`config.mk`:
```
export PLATFORM = sky130hd
export DESIGN_NAME = alu_cmd_ctrl
export DESIGN_NICKNAME = d
export VERILOG_FILES = /design/src/rtl/alu_cmd_ctrl.sv
export SDC_FILE = /design/constraint.sdc
export NUM_CORES = 1
export LEC_CHECK = 0
export CORE_ASPECT_RATIO = 2
export CORE_UTILIZATION = 30
export CTS_CLUSTER_DIAMETER = 30
export CTS_CLUSTER_SIZE = 16
export DETAILED_ROUTE_END_ITERATION = 12
export GPL_TIMING_DRIVEN = 0
export PLACE_DENSITY = 0.55
export REMOVE_ABC_BUFFERS = 1
export SYNTH_ARGS = -nofsm -noshare
export SYNTH_HDL_FRONTEND = slang
export SYNTH_SLANG_ARGS = --single-unit
export TNS_END_PERCENT = 10
```
`constraint.sdc`:
```
create_clock -name CLK -period 3.25 [get_ports CLK]
set_input_delay 0.975 -clock CLK [delete_from_list [all_inputs] [get_ports CLK]]
set_output_delay 0.975 -clock CLK [all_outputs]
set_load 0.005 [all_outputs]
```
`src/rtl/alu_cmd_ctrl.sv`:
```
// Purpose: parses 0xCC/0xDD command frames, drives the ALU operand/function/enable regs, returns the 16-bit result as two TX bytes.
// Latency: ALU_EN one cycle after the FUN byte; result captured on OUT_VALID; first TX strobe one cycle later if TX is idle.
// Backpressure: TX_BUSY stalls SEND_LO/SEND_HI indefinitely; RX bytes arriving while a result is in flight are dropped with CMD_ERR.
module alu_cmd_ctrl #(
  parameter int DATA_WIDTH  = 8,
  parameter int OUT_WIDTH   = 16,
  parameter int ALU_TIMEOUT = 4
) (
  input  logic                  CLK,
  input  logic                  RST,
  input  logic [DATA_WIDTH-1:0] RX_P_DATA,
  input  logic                  RX_D_VLD,
  input  logic [OUT_WIDTH-1:0]  ALU_OUT,
  input  logic                  OUT_VALID,
  input  logic                  TX_BUSY,
  output logic [DATA_WIDTH-1:0] ALU_A,
  output logic [DATA_WIDTH-1:0] ALU_B,
  output logic [3:0]            ALU_FUN,
  output logic                  ALU_EN,
  output logic [DATA_WIDTH-1:0] TX_P_DATA,
  output logic                  TX_D_VLD,
  output logic                  CMD_ERR
);

  localparam int CNT_W = $clog2(ALU_TIMEOUT + 1);
  localparam logic [DATA_WIDTH-1:0] CMD_LOAD = DATA_WIDTH'(8'hCC);
  localparam logic [DATA_WIDTH-1:0] CMD_EXEC = DATA_WIDTH'(8'hDD);

  typedef enum logic [3:0] {
    S_IDLE, S_OPA, S_OPB, S_FUN, S_ALU_WAIT,
    S_SEND_LO, S_GAP_LO, S_SEND_HI, S_GAP_HI
  } state_t;

  state_t                state, state_nxt;
  logic [DATA_WIDTH-1:0] alu_a, alu_a_nxt;
  logic [DATA_WIDTH-1:0] alu_b, alu_b_nxt;
  logic [3:0]            alu_fun, alu_fun_nxt;
  logic                  alu_en, alu_en_nxt;
  logic [DATA_WIDTH-1:0] tx_data, tx_data_nxt;
  logic                  tx_vld, tx_vld_nxt;
  logic                  cmd_err, cmd_err_nxt;
  logic [OUT_WIDTH-1:0]  result, result_nxt;
  logic [CNT_W-1:0]      tmo_cnt, tmo_cnt_nxt;
  logic                  busy_state;

  // State and every output are registered; reset returns to IDLE with all outputs clear.
  always_ff @(posedge CLK or negedge RST) begin
    if (!RST) begin
      state   <= S_IDLE;
      alu_a   <= '0;
      alu_b   <= '0;
      alu_fun <= '0;
      alu_en  <= 1'b0;
      tx_data <= '0;
      tx_vld  <= 1'b0;
      cmd_err <= 1'b0;
      result  <= '0;
      tmo_cnt <= '0;
    end else begin
      state   <= state_nxt;
      alu_a   <= alu_a_nxt;
      alu_b   <= alu_b_nxt;
      alu_fun <= alu_fun_nxt;
      alu_en  <= alu_en_nxt;
      tx_data <= tx_data_nxt;
      tx_vld  <= tx_vld_nxt;
      cmd_err <= cmd_err_nxt;
      result  <= result_nxt;
      tmo_cnt <= tmo_cnt_nxt;
    end
  end

  // A result is in flight from ALU_EN until the high byte has gone; RX bytes are refused meanwhile.
  assign busy_state = (state == S_ALU_WAIT) || (state == S_SEND_LO) || (state == S_GAP_LO) ||
                      (state == S_SEND_HI)  || (state == S_GAP_HI);

  // Next-state and next-output decode; strobes default low so they last exactly one cycle.
  always_comb begin
    state_nxt   = state;
    alu_a_nxt   = alu_a;
    alu_b_nxt   = alu_b;
    alu_fun_nxt = alu_fun;
    alu_en_nxt  = 1'b0;
    tx_data_nxt = tx_data;
    tx_vld_nxt  = 1'b0;
    cmd_err_nxt = 1'b0;
    result_nxt  = result;
    tmo_cnt_nxt = tmo_cnt;

    case (state)
      S_IDLE: begin
        if (RX_D_VLD) begin
          if (RX_P_DATA == CMD_LOAD)      state_nxt = S_OPA;
          else if (RX_P_DATA == CMD_EXEC) state_nxt = S_FUN;
          else                            cmd_err_nxt = 1'b1;
        end
      end
      S_OPA: begin
        if (RX_D_VLD) begin
          alu_a_nxt = RX_P_DATA;
          state_nxt = S_OPB;
        end
      end
      S_OPB: begin
        if (RX_D_VLD) begin
          alu_b_nxt = RX_P_DATA;
          state_nxt = S_FUN;
        end
      end
      S_FUN: begin
        if (RX_D_VLD) begin
          if (RX_P_DATA[DATA_WIDTH-1:4] != '0) begin
            cmd_err_nxt = 1'b1;
            state_nxt   = S_IDLE;
          end else begin
            alu_fun_nxt = RX_P_DATA[3:0];
            alu_en_nxt  = 1'b1;
            tmo_cnt_nxt = '0;
            state_nxt   = S_ALU_WAIT;
          end
        end
      end
      S_ALU_WAIT: begin
        // OUT_VALID wins over a simultaneous timeout expiry.
        if (OUT_VALID) begin
          result_nxt = ALU_OUT;
          state_nxt  = S_SEND_LO;
        end else if (tmo_cnt == CNT_W'(ALU_TIMEOUT - 1)) begin
          cmd_err_nxt = 1'b1;
          state_nxt   = S_IDLE;
        end else begin
          tmo_cnt_nxt = tmo_cnt + CNT_W'(1);
        end
      end
      S_SEND_LO: begin
        if (!TX_BUSY) begin
          tx_data_nxt = result[DATA_WIDTH-1:0];
          tx_vld_nxt  = 1'b1;
          state_nxt   = S_GAP_LO;
        end
      end
      // One dead cycle lets the transmitter raise TX_BUSY before we look at it again.
      S_GAP_LO: state_nxt = S_SEND_HI;
      S_SEND_HI: begin
        if (!TX_BUSY) begin
          tx_data_nxt = result[OUT_WIDTH-1:DATA_WIDTH];
          tx_vld_nxt  = 1'b1;
          state_nxt   = S_GAP_HI;
        end
      end
      S_GAP_HI: state_nxt = S_IDLE;
      default:  state_nxt = S_IDLE;
    endcase

    // Stray RX byte while a result is pending: drop it and flag, without disturbing the send.
    if (RX_D_VLD && busy_state) cmd_err_nxt = 1'b1;
  end

  assign ALU_A     = alu_a;
  assign ALU_B     = alu_b;
  assign ALU_FUN   = alu_fun;
  assign ALU_EN    = alu_en;
  assign TX_P_DATA = tx_data;
  assign TX_D_VLD  = tx_vld;
  assign CMD_ERR   = cmd_err;

endmodule

```
==> results.rst, run 1 <==
.. list-table::
   :header-rows: 1

   * - Metric
     - Value
   * - TritonCTS clock tree
     - done
   * - Skew-Pair Late Insertion Delay
     - 0.29 ns
   * - Antenna Diode Count
     - 0
   * - Number of vias per cell
     - 4.72
   * - Total area of multi-input combinational cells
     - 942 um^2
   * - Share of the clock period used by the worst path
     - 80.1%
   * - Global-route wire length before repair
     - 8.47 mm
   * - Number of inserted filler cells in the final layout
     - 759
   * - Unrepaired setup endpoints after global routing
     - false
   * - CTS sink count
     - 54
   * - Worst hold slack across all endpoints
     - 0.482 ns
   * - Fraction of the core area covered by cells at the end of the flow
     - 41.9%
   * - Pint
     - 2020 uW
   * - Final total power
     - 2890 uW
   * - Detailed-route wire length
     - 5.12 mm
   * - RD Place Congestion
     - 0.726
   * - Gate power share
     - 38.5%
   * - CP Capture Point
     - state[0]
   * - Share of power burned in registers
     - 42.8%
   * - Post-CTS Setup Repair Bufs
     - 0
   * - Share of synthesized area occupied by flip-flops and latches
     - 57.0%
   * - Share of total power consumed by net switching
     - 30.1%
   * - Data arrival at the endpoint of the critical path
     - 2.78 ns
   * - Data required time of the critical path
     - 3.43 ns
   * - Slew at the pin closest to its max-slew limit
     - 1.05 ns
   * - Die Wd
     - 64.9 um
   * - Worst R2R Start
     - state[1]
   * - Floorplan die area
     - 8290 um^2
   * - Total clock buffers created by CTS
     - 5
   * - Worst-path maximum fanout
     - 4
   * - Post-Layout Inst Area
     - 3190 um^2
   * - Total number of vias
     - 1571
   * - Cells on worst reg2reg path
     - 4
   * - Final global-route overflow total
     - 0
   * - Vertical die dimension
     - 128 um
   * - Worst-case register-to-register setup slack
     - 1.04 ns
   * - Crit path launch
     - RX_P_DATA[5]
   * - Total power per unit cell area
     - 907 nW/um^2
   * - Total track usage
     - 13.9%
   * - Final Net Count
     - 269
   * - Critical path endpoint category
     - register
   * - Area added between synthesis and finish
     - 34.3%
   * - Area of placed instances
     - 3040 um^2
   * - Portion of total power attributed to the clock network
     - 18.7%
   * - Number of hold-repair buffers added at the cts stage
     - 0
   * - Number of failing hold endpoints at the final stage
     - 0
   * - Total area of sequential cells
     - 1350 um^2
   * - Detailed-routing iteration count for the pre-antenna-repair pass
     - 4
   * - Initial antenna violation count
     - 0
   * - Initial core utilization
     - 31.2%
   * - # IOs
     - 60
   * - Outcome
     - finished clean
   * - IR drop worst, VDD
     - 0.391 mV
   * - Mean Syn Cell Area
     - 13.3 um^2
   * - Detailed-route DRC error count
     - 0
   * - Achievable Freq
     - 0.384 GHz
   * - Headroom to the max-slew limit
     - 29.7%
   * - Count of distinct cell types in the synthesized netlist
     - 37
   * - Minimum clock period after layout
     - 2.60 ns
   * - WS Path Type
     - in2reg
   * - Switching power
     - 869 uW
   * - Iteration-0 DRC Markers
     - 35
   * - Quantity of gates resized following cts
     - 0
   * - Hold WC Path Type
     - reg2reg
   * - H-Tree Depth
     - 2
   * - Max-slew violation count
     - 0
   * - Clock-pin slew on the worst setup and hold paths
     - 0.07 ns
   * - Static Leak
     - 0.00136 uW
   * - Average detailed-routed wire length per instance
     - 15.4 um
   * - CORE AREA
     - 7600 um^2
   * - Maximum number of pins on one net before global-route repair
     - 33
   * - Standard-cell rows
     - 45
   * - Residual antenna-violating net count after detailed routing
     - 0
   * - Final Setup Violations
     - 0
   * - Buffers added on ports
     - 59
   * - Fraction of layout instances using a drive strength above 1
     - 23.0%
   * - Maximum Capacitance Violations
     - 0
   * - Launching element type of the critical path
     - primary input
   * - Number of global-route vias before repair
     - 1671
   * - Placed wire-length estimate
     - 3.71 mm
   * - Maximum count of clock buffers along a single path
     - 2
   * - Clk_skew
     - 0.00584 ns
   * - Root cell of the clock tree
     - sky130_fd_sc_hd__clkbuf_16
   * - Register bit total from synthesis
     - 54
   * - Synth Instances
     - 179
   * - Synthesized area
     - 2370 um^2
   * - Endpoint of the most critical register-to-register path
     - tmo_cnt[2]
   * - Number of warnings printed during yosys synthesis
     - 0
==> synth_stat cells <==
library cell	instances	area share, %
sky130_fd_sc_hd__o31ai_1	1	0.32
sky130_fd_sc_hd__or2_2	1	0.26
sky130_fd_sc_hd__buf_6	2	0.95
sky130_fd_sc_hd__buf_4	2	0.63
sky130_fd_sc_hd__nor2b_1	1	0.26
sky130_fd_sc_hd__mux2_4	1	0.63
sky130_fd_sc_hd__nand4b_1	1	0.37
sky130_fd_sc_hd__o22a_2	1	0.42
sky130_fd_sc_hd__mux2i_1	11	4.6
sky130_fd_sc_hd__nand3_1	1	0.21
sky130_fd_sc_hd__o221a_2	1	0.47
sky130_fd_sc_hd__nor4b_1	1	0.37
sky130_fd_sc_hd__nor3_4	1	0.69
sky130_fd_sc_hd__mux2_1	1	0.47
sky130_fd_sc_hd__inv_1	6	0.95
sky130_fd_sc_hd__nor3b_1	1	0.32
sky130_fd_sc_hd__mux2_2	36	17
sky130_fd_sc_hd__nand2_1	4	0.63
sky130_fd_sc_hd__nand2b_4	1	0.58
sky130_fd_sc_hd__or4b_4	1	0.58
sky130_fd_sc_hd__nor4_1	3	0.79
sky130_fd_sc_hd__ha_1	2	1.1
sky130_fd_sc_hd__clkbuf_1	1	0.16
sky130_fd_sc_hd__dfrtp_1	54	57
sky130_fd_sc_hd__and3_1	1	0.26
sky130_fd_sc_hd__nor3_2	2	0.84
sky130_fd_sc_hd__buf_2	3	0.63
sky130_fd_sc_hd__o21ai_0	6	1.3
sky130_fd_sc_hd__nor3_1	3	0.63
sky130_fd_sc_hd__a21oi_1	11	2.3
sky130_fd_sc_hd__nand4_1	1	0.26
sky130_fd_sc_hd__xor2_1	1	0.37
sky130_fd_sc_hd__o31a_1	1	0.37
sky130_fd_sc_hd__a31oi_1	1	0.26
sky130_fd_sc_hd__nand2_2	1	0.26
sky130_fd_sc_hd__nand4bb_1	2	0.95
sky130_fd_sc_hd__nor2_1	11	1.7
==> worst max-delay path, stage by stage <==
cell and delay [ns]:
sky130_fd_sc_hd__clkdlybuf4s50_1 0.48, sky130_fd_sc_hd__nand4bb_1 0.27, sky130_fd_sc_hd__o31a_1 0.36, sky130_fd_sc_hd__nor3_2 0.36, sky130_fd_sc_hd__mux2_4 0.33
==> metrics by stage <==
step           setup WS, ns  TNS [ns]  cells
6_report              0.647         0    333
5_1_grt               0.550         0    333
4_1_cts               0.626         0    333
3_5_place_dp          0.310         0    325
3_3_place_gp         -0.538    -28.80    324
2_1_floorplan          1.03         0    171
==> how the worst min path moves through the flow <==
stage	startpoint	endpoint	slack (ns)	depth (start not counted)
2_1_floorplan	tmo_cnt[0]	tmo_cnt[0]	0.46	1
3_3_place_gp	tmo_cnt[0]	tmo_cnt[0]	0.47	1
3_5_place_dp	tmo_cnt[0]	tmo_cnt[0]	0.48	1
4_1_cts	tmo_cnt[0]	tmo_cnt[0]	0.49	1
5_1_grt	tmo_cnt[0]	tmo_cnt[0]	0.51	1
6_report	tmo_cnt[0]	tmo_cnt[0]	0.48	1
==> state kept, by name (all words and copies together) (netlist names) <==
name,count
ALU_EN,1
result,16
state,4
TX_D_VLD,1
TX_P_DATA,8
ALU_FUN,4
tmo_cnt,3
CMD_ERR,1
ALU_A,8
ALU_B,8
==> per-layer routing <==
metal	vias to the layer above	part of all wire, %	wire length (um)	global-route usage [%]
li1	756	-	-	-
met3	6	2.6	135	2.22
met2	36	56	2870	25.0
met4	0	2.5	130	7.45
met5	-	0	0	0
met1	773	39	1980	15.0
==> power by group through the flow <==
| stage | sequential, uW | combinational (uW) | clock (uW) |
|---|---|---|---|
| finish | 1240 | 1110 | 541 |
| global placement | 1250 | 1110 | 0 |
| global route | 1280 | 1220 | 589 |
| detailed placement | 1250 | 1130 | 0 |
| CTS | 1240 | 1130 | 562 |
| floorplan | 1210 | 589 | 0 |
==> kinds of logic (layout without fill, tap and decap cells) <==
group,count (synthesis),count (layout),share of synthesized area (%)
AO/OA/AOI/OAI,22,22,5.43
multiplexers,49,49,22.8
flip-flops,54,54,57.0
buffers and inverters,14,74,3.32
XOR/XNOR,1,1,0.369
AND/OR/NAND/NOR,37,37,10.0
adder cells (fa/ha/maj),2,2,1.05
==> layout make-up <==
class,instances,area share [%]
repair buffers,60,19.0
clock buffers,7,4.48
well taps,94,3.69
flip-flops and latches,54,42.4
clock inverters,1,0.157
inverters,6,0.707
multi-input cells,111,29.6
==> placed cells by master (no fill, tap or decap), drive strengths merged, types with 2 or more instances in the layout <==
master,count
clkdlybuf4s50,58
dfrtp,54
mux2,38
mux2i,11
nor2,11
a21oi,11
clkbuf,7
inv,6
o21ai,6
nor3,6
nand2,5
nor4,3
nand4bb,2
ha,2
buf,2
(Power assumes the default switching activity.)
==> run 2: changes to the inputs <==
- clock period: 3.25 -> 2.4 ns (I/O delays scaled with it)
==> run 2 against run 1 <==
Final area up 0.39%. Clock power up 35%. Hold slack worse by 0.071 ns. Sequential cell count unchanged. Worst setup slack worse by 0.54 ns. Register-to-register slack worse by 0.89 ns. Sequential share of layout area down 0.17 points. Sequential power up 35%. Count of clock-buffer cells in the layout unchanged. First-iteration DRC count up 20%. Highest routed layer unchanged.
==> results.rst, run 2 (synthesized netlist as in run 1, its figures left out) <==
.. list-table::
   :header-rows: 1

   * - Metric
     - Value
   * - Number of inserted filler cells in the final layout
     - 754 (-0.66%)
   * - Hold WC Path Type
     - in2async
   * - Number of hold-repair buffers added at the cts stage
     - 0 (unchanged)
   * - Static Leak
     - 0.00136 uW (about the same)
   * - H-Tree Depth
     - 2 (unchanged)
   * - Final Setup Violations
     - 0 (unchanged)
   * - Total clock buffers created by CTS
     - 5 (unchanged)
   * - Die Wd
     - 64.9 um (unchanged)
   * - TritonCTS clock tree
     - done
   * - Critical path cell sequence
     - clkdlybuf4s50_1, nand4bb_1, o31a_1, nor3_4, mux2_4
   * - Total track usage
     - 13.9% (unchanged)
   * - Flip-flop count of the largest register, all copies and words added
     - 16 (unchanged)
   * - Initial antenna violation count
     - 0 (unchanged)
   * - Pint
     - 2740 uW (+36%)
   * - Share of total power consumed by net switching
     - 30.0% (about the same)
   * - Floorplan die area
     - 8290 um^2 (unchanged)
   * - Max-slew violation count
     - 0 (unchanged)
   * - RD Place Congestion
     - 0.726 (unchanged)
   * - Worst hold slack across all endpoints
     - 0.411 ns (-0.0715 ns)
   * - Share of the clock period used by the worst path
     - 95.7%
   * - Detailed-route wire length
     - 5.09 mm (-0.55%)
   * - Fraction of layout instances using a drive strength above 1
     - 23.4% (+0.42 points)
   * - Headroom to the max-slew limit
     - 28.2% (-1.5 points)
   * - Maximum Capacitance Violations
     - 0 (unchanged)
   * - Final Net Count
     - 269 (unchanged)
   * - Final total power
     - 3920 uW (+36%)
   * - Standard-cell rows
     - 45 (unchanged)
   * - Iteration-0 DRC Markers
     - 42 (+20%)
   * - Max stage delay cell, worst path
     - sky130_fd_sc_hd__clkdlybuf4s50_1
   * - Total area of multi-input combinational cells
     - 955 um^2 (+1.3%)
   * - Gate power share
     - 38.7% (+0.2 points)
   * - Residual antenna-violating net count after detailed routing
     - 0 (unchanged)
   * - Vertical die dimension
     - 128 um (unchanged)
   * - Detailed-routing iteration count for the pre-antenna-repair pass
     - 4 (unchanged)
   * - Total power per unit cell area
     - 1230 nW/um^2 (+35%)
   * - Number of failing hold endpoints at the final stage
     - 0 (unchanged)
   * - Final global-route overflow total
     - 0 (unchanged)
   * - Data arrival at the endpoint of the critical path
     - 2.47 ns (-0.31 ns)
   * - Achievable Freq
     - 0.435 GHz
   * - Register bank with the most flops
     - result
   * - Share of power burned in registers
     - 42.7% (about the same)
   * - Antenna Diode Count
     - 0 (unchanged)
   * - Total number of vias
     - 1567 (-0.25%)
   * - CORE AREA
     - 7600 um^2 (unchanged)
   * - Total area of sequential cells
     - 1350 um^2 (unchanged)
   * - Number of vias per cell
     - 4.71 (-0.25%)
   * - Clock-pin slew on the worst setup and hold paths
     - 0.06 ns (about the same)
   * - WS Path Type
     - in2reg
   * - Data required time of the critical path
     - 2.58 ns (-0.85 ns)
   * - Global-route wire length before repair
     - 8.47 mm (unchanged)
   * - Critical path endpoint category
     - register
   * - Skew-Pair Late Insertion Delay
     - 0.29 ns (about the same)
   * - Initial core utilization
     - 31.2% (unchanged)
   * - Buffers added on ports
     - 59 (unchanged)
   * - Number of global-route vias before repair
     - 1671 (unchanged)
   * - Placed wire-length estimate
     - 3.71 mm (unchanged)
   * - Most frequent standard cell in the layout excluding fill and tap cells
     - sky130_fd_sc_hd__clkdlybuf4s50_1
   * - Top library cells by usage in the layout, fill and taps aside
     - sky130_fd_sc_hd__clkdlybuf4s50_1 (58), sky130_fd_sc_hd__dfrtp_1 (54), sky130_fd_sc_hd__mux2_2 (36)
   * - Detailed-route DRC error count
     - 0 (unchanged)
   * - Minimum clock period after layout
     - 2.30 ns
   * - Slew at the pin closest to its max-slew limit
     - 1.07 ns (+0.0225 ns)
   * - IR drop worst, VDD
     - 0.530 mV (+35%)
   * - Worst-path maximum fanout
     - 4 (unchanged)
   * - Portion of total power attributed to the clock network
     - 18.6% (about the same)
   * - CTS sink count
     - 54 (unchanged)
   * - Launching element type of the critical path
     - primary input
   * - Clk_skew
     - 0.00544 ns (-0.000399 ns)
   * - Maximum count of clock buffers along a single path
     - 2 (unchanged)
   * - Switching power
     - 1180 uW (+36%)
   * - # IOs
     - 60 (unchanged)
   * - Area added between synthesis and finish
     - 34.9%
   * - Outcome
     - finished clean
   * - Crit-path max cell delay
     - 0.49 ns (about the same)
   * - Maximum number of pins on one net before global-route repair
     - 33 (unchanged)
   * - Unrepaired setup endpoints after global routing
     - false
   * - Root cell of the clock tree
     - sky130_fd_sc_hd__clkbuf_16
   * - Average detailed-routed wire length per instance
     - 15.3 um (-0.55%)
run 2: power by group through the flow:
stage / combinational, uW / clock, uW / sequential [uW]
6_report: 1520 / 731 / 1670
2_1_floorplan: 798 / 0 / 1640
3_3_place_gp: 1510 / 0 / 1690
4_1_cts: 1540 / 761 / 1680
5_1_grt: 1670 / 797 / 1740
3_5_place_dp: 1530 / 0 / 1690
run 2: area by class of cell:
type                    count  area share [%]
inverters                   6           0.704
flip-flops and latches     54            42.2
clock inverters             1           0.156
repair buffers             60            18.9
clock buffers               7            4.46
well taps                  94            3.68
multi-input cells         111            29.8
run 2: final timing paths:
path / startpoint / end / slack [ns] / depth (start not counted)
setup reg to reg: state[1] / tmo_cnt[2] / 0.15 / 4
setup / recovery: RX_P_DATA[5] / state[0] / 0.10 / 5
hold reg to reg: tmo_cnt[0] / tmo_cnt[0] / 0.48 / 1
min in group CLK: tmo_cnt[0] / tmo_cnt[0] / 0.48 / 1
max in group asynchronous: RST / ALU_A[3] / 1.43 / 2
hold / removal: RST / TX_P_DATA[0] / 0.41 / 1
run 2: through the flow:
stage	util, %	instances	worst slack [ns]	instance area, um^2	TNS [ns]
6_report	42.1	333	0.104	3200	0
5_1_grt	42.1	333	0.0168	3200	0
4_1_cts	41.9	333	0.0309	3190	0
3_5_place_dp	40.0	325	-0.285	3040	-2.02
3_3_place_gp	39.8	324	-1.13	3020	-62.61
2_1_floorplan	-	171	0.417	2320	0
run 2: critical path, delay by kind of cell:
family,cells,cell delay (ns)
buf+inv,1,0.49
compound gates,1,0.38
mux,1,0.32
simple gates,2,0.57
run 2: what timing repair did:
item | CTS | global route
resized for setup | 0 | 2
buffers inserted | 0 | 0
endpoints found under the hold margin | 0 | 0
endpoints found under the setup margin | 0 | 3
run 2: layer usage:
| metal | up-vias | global-route usage [%] | part of all wire [%] |
|---|---|---|---|
| li1 | 753 | - | - |
| met4 | 0 | 7.45 | 2.8 |
| met2 | 33 | 25.0 | 56 |
| met1 | 772 | 15.0 | 38 |
| met3 | 9 | 2.22 | 2.6 |
| met5 | - | 0 | 0 |
